`src/rtl/truth_table_checker_hold_timer.sv`:
```
// Hold-time counter for one input vector: counts 0..HOLD_CYCLES-1 while enabled and
// pulses tc on the last count, then wraps; clear forces the count back to zero.
module ttc_hold_timer #(
    parameter int HOLD_CYCLES = 20
) (
    input  logic clk,
    input  logic rst_n,
    input  logic clear,
    input  logic enable,
    output logic tc
);

    localparam logic [7:0] LAST = 8'(HOLD_CYCLES - 1);

    logic [7:0] count;

    assign tc = enable && (count == LAST);

    always_ff @(posedge clk) begin
        if (!rst_n || clear) begin
            count <= 8'd0;
        end else if (enable) begin
            count <= tc ? 8'd0 : count + 8'd1;
        end
    end

endmodule

```
`config.mk`:
```
export PLATFORM = sky130hd
export DESIGN_NAME = ttc_hold_timer
export DESIGN_NICKNAME = d
export VERILOG_FILES = /design/src/rtl/truth_table_checker_hold_timer.sv
export SDC_FILE = /design/constraint.sdc
export NUM_CORES = 1
export LEC_CHECK = 0
export CORE_AREA = 5 5 42 44
export CTS_BUF_LIST = sky130_fd_sc_hd__clkbuf_8
export CTS_CLUSTER_DIAMETER = 30
export DETAILED_ROUTE_END_ITERATION = 7
export DIE_AREA = 0 0 47 49
export SLEW_MARGIN = 20
export SYNTH_ARGS = -nofsm -noshare
export SYNTH_HDL_FRONTEND = slang
export SYNTH_SLANG_ARGS = --single-unit
export TNS_END_PERCENT = 5
```
`constraint.sdc`:
```
create_clock -name clk -period 2.8 [get_ports clk]
set_input_delay 0.7 -clock clk [delete_from_list [all_inputs] [get_ports clk]]
set_output_delay 0.7 -clock clk [all_outputs]
set_load 0.005 [all_outputs]
```
**Word level (Yosys, flattened, before mapping)**

Index checks and enable logic that the tools add are counted.

- Flip-flop bits (word level): 8
- Input bits: 4
- Output and inout port bits: 1
- Logic and storage cells: 7

- Add/sub/neg operators: 1
- Equal/unequal tests: 1
- Muxes and demuxes: 1
- Reductions and logical operators: 3

Operators by type and width:

| cell | count |
|---|---|
| $add A8 B1 Y8 const B | 1 |
| $eq A8 B5 Y1 const B | 1 |
| $mux W8 | 1 |
| $logic_and A1 B1 Y1 | 1 |
| $logic_not A1 Y1 | 1 |
| $logic_or A1 B1 Y1 | 1 |

**Longest topological paths before layout**

- Depth after elaboration: 3
- Depth in mapped cells: 4
- Gate-level depth less buffers: 4

**Worst setup path before layout**

No wires, ideal clock.

- Path kind: register to output
- Start: register count[2]
- End: output tc
- Data arrival time: 1.178 ns
- Data required time: 2.100 ns
- Slack: 0.922 ns
- Stages on the path, launching flop included: 3
- Path buffers: 0
- Path through: dfxtp_1 > or4b_4 > nor4_1

- Word-level cells in the longest chain between the ends: 2

RTL lines:

| element | line | RTL |
|---|---|---|
| from (decl) | 15 | `logic [7:0] count;` |
| from (signal assigned) | 23 | `count <= tc ? 8'd0 : count + 8'd1;` |
| $eq A8 B5 Y1 | 17 | `assign tc = enable && (count == LAST);` |
| $logic_and A1 B1 Y1 | 17 |  |
| to (decl) | 10 | `output logic tc` |

No other way between the ends.

**Worst setup path in the final report**

- Start: input enable
- End: output tc

- Word-level cells in the longest chain between the ends: 1

RTL lines:

| element | line | RTL |
|---|---|---|
| from (decl) | 9 | `input logic enable,` |
| $logic_and A1 B1 Y1 | 17 |  |

No other way between the ends.

==> impl_metrics.csv <==
group,metric,value,unit
status,outcome,"finished, final reports clean",
global_route,grt_overflow_total,0,
die,io_pins,5,
sta,rsz0062_at_grt,"false",
synthesis,ys_ff_latch,8,
global_route,grtUsageMet2,0.0973,
min_path,whs_endpoint,"count[5]",
cells_and_area,largest_register_ffs,8,
worst_setup_path,r2r-start,"count[3]",
detailed_routing,via_count,340,
worst_setup_path,cp-end-kind,"output port",
sta,setup_viol,0,
cts,post_cts_buffers,0,
global_route,antenna_found_initial,0,
synthesis,synth_area,397,um^2
cts,hold_buffers,0,
detailed_routing,drt.antenna.violating_nets,0,
placed_design,place.gp.congestion,0.755,
global_route,gr-usage-met3,0.0221,
global_route,top_usage_layer,"met1",
detailed_routing,routed_via_density,5.07,
sta,hold_slack,522,ps
power,power_leakage,0.000168,uW
power,powerDensity,520,nW/um^2
cts,clkLatencyLatePin,220,ps
sta,worst_pin_slew,375,ps
worst_setup_path,cp_max_fo,2,
min_path,min_path_cells,2,
synthesis,synth.avg_cell_area,9.44,um^2
sta,finalHoldViolCount,0,
die,start_util,0.283,
synthesis,synth-edff-count,0,
synthesis,synth_compound_area_frac,0.180,
detailed_routing,wire_per_inst,11.1,um
power,p_total,267,uW
synthesis,ys_async_sr_fraction,0,
global_route,grt_pass1_vias,308,
worst_setup_path,critPathKind,"in -> out",
worst_setup_path,rr_worst_depth,3,
worst_setup_path,crit_arrival,1990,ps
cells_and_area,nets,58,
worst_setup_path,reg2reg_to,"count[3]",
synthesis,synthFlopType,"dfxtp_1",
cts,clock_sinks,8,
die,fp.dieArea,2300,um^2
global_route,grt_first_pass_wirelength,1.33,mm
synthesis,synth.most_common_cell,"dfxtp_1",
placed_design,pre_cts_ws,89.6,ps
sta,tns,0,ps
power,peakVddDrop,0.296,mV
detailed_routing,wirelength,746,um
min_path,hold_path_class,"reg -> reg",
detailed_routing,route.detailed.drc,0,
die,die_w,47,um
synthesis,ys_types,18,
flow_run,maxCapViolCount,0,
cells_and_area,antennaDiodeCount,0,
sta,fin_crit,2690,ps
min_path,min-delay-start,"count[5]",
synthesis,synth_top_family_by_area,"simple AND/OR/NAND/NOR gates",
detailed_routing,first_pass_iters,4,
die,die_h,49,um
detailed_routing,drtIter0Drc,15,
sta,maxSlewViolCount,0,
sta,setup_ws,107,ps
worst_setup_path,worst_setup_path_start_kind,"input pin",
sta,period_share,0.962,
cts,tritoncts,"done",
synthesis,synth_area_leader_cell,"dfxtp_1",
synthesis,synth.area.mux_share,0.0252,
cts,h-tree-depth,1,
synthesis,yosys.area_share.simple,0.293,
synthesis,netlist_instances,42,
cells_and_area,area_growth,29.3,%
cells_and_area,top_register,"count",
global_route,grt_use_met1,0.112,
die,rows,14,
placed_design,io_buffers,4,
cts,clk_path_buf_depth,2,
synthesis,ys_warn_count,0,
synthesis,synth_top_area_share,0.404,
synthesis,ys_seq_area_frac,0.404,
global_route,grt_usage,0.0810,
sta,clock_skew,1.36,ps
placed_design,hpwl,550,um
die,core_area,1400,um^2
cts,root_buffer,"clkbuf_8",
worst_setup_path,required,2100,ps
cts,post_cts_resized,0,
cts,cts_made_buffers,3,
cells_and_area,largestRegisters,"count: 8 flops",
cells_and_area,layout-drive-gt1-share,0.137,
sta,slew_headroom,0.749,
synthesis,synth_xor_area_frac,0.0662,
sta,fmax,0.371,GHz
synthesis,synthTopCellsByArea,"dfxtp_1, o41ai_4, xor2_1",
global_route,grt_max_degree,7,
synthesis,synth_fa_ha_area_frac,0.0315,
synthesis,synth_common_cells,"dfxtp_1, a21oi_1, nor2_1",
worst_setup_path,r2r_slack,1240,ps
synthesis,syn_nets,47,
cts,clkSlewWorstSetupHoldPaths,40,ps
-- cells in the final DEF, fill, tap and decap left out --
cell,instances
a21oi_1,4
xor2_1,3
nand4_1,3
or3_1,3
nor2_1,4
mux2i_1,1
and2b_1,1
dfxtp_1,8
o41ai_1,1
nand2b_1,2
nor4_1,1
o21ai_0,3
clkdlybuf4s50_1,4
nor2b_1,1
o41ai_4,1
ha_1,1
buf_4,2
clkbuf_8,3
nand3_1,2
or4b_4,1
nand2_1,2
-- final cells by class --
cell class	count	area, um^2
Clock buffer	3	41.3
Tap cell	16	20.0
Multi-Input combinational cell	34	236
Timing Repair Buffer	6	55.1
Sequential cell	8	160
Fill cell	159	888
-- routing by layer --
metal | vias up | wire (um)
met5 | - | 0
met4 | 0 | 4
met3 | 2 | 29
met2 | 5 | 345
met1 | 155 | 366
li1 | 178 | -
-- worst max path at each step --
stage          startpoint  end  slack [ps]
2_1_floorplan    count[2]   tc         920
3_3_place_gp       enable   tc         120
3_5_place_dp       enable   tc          90
4_1_cts            enable   tc          90
5_1_grt            enable   tc          40
6_report           enable   tc         110
-- kinds of logic after synthesis --
kind of cell	Yosys count
compound gates	9
fa+ha+maj	1
simple gates	20
flops	8
xor+xnor	3
mux	1
-- where the power goes --
part	switching, uW	internal, uW	total (uW)
Combinational	5.53	8.86	14.4
Sequential	0.854	115	116
Clock	43.1	92.9	136
-- through the flow --
step	std cells	instance area, um^2	utilization
2_1_floorplan	42	397	-
3_3_place_gp	64	472	0.337
3_5_place_dp	64	472	0.337
4_1_cts	67	513	0.366
5_1_grt	67	513	0.366
6_report	67	513	0.366
-- critical path, cell delays in order --
cell,delay [ps]
clkdlybuf4s50_1,480
nand2_1,80
nor4_1,180
clkdlybuf4s50_1,550
No activity file was read; power rests on OpenSTA's default activity.
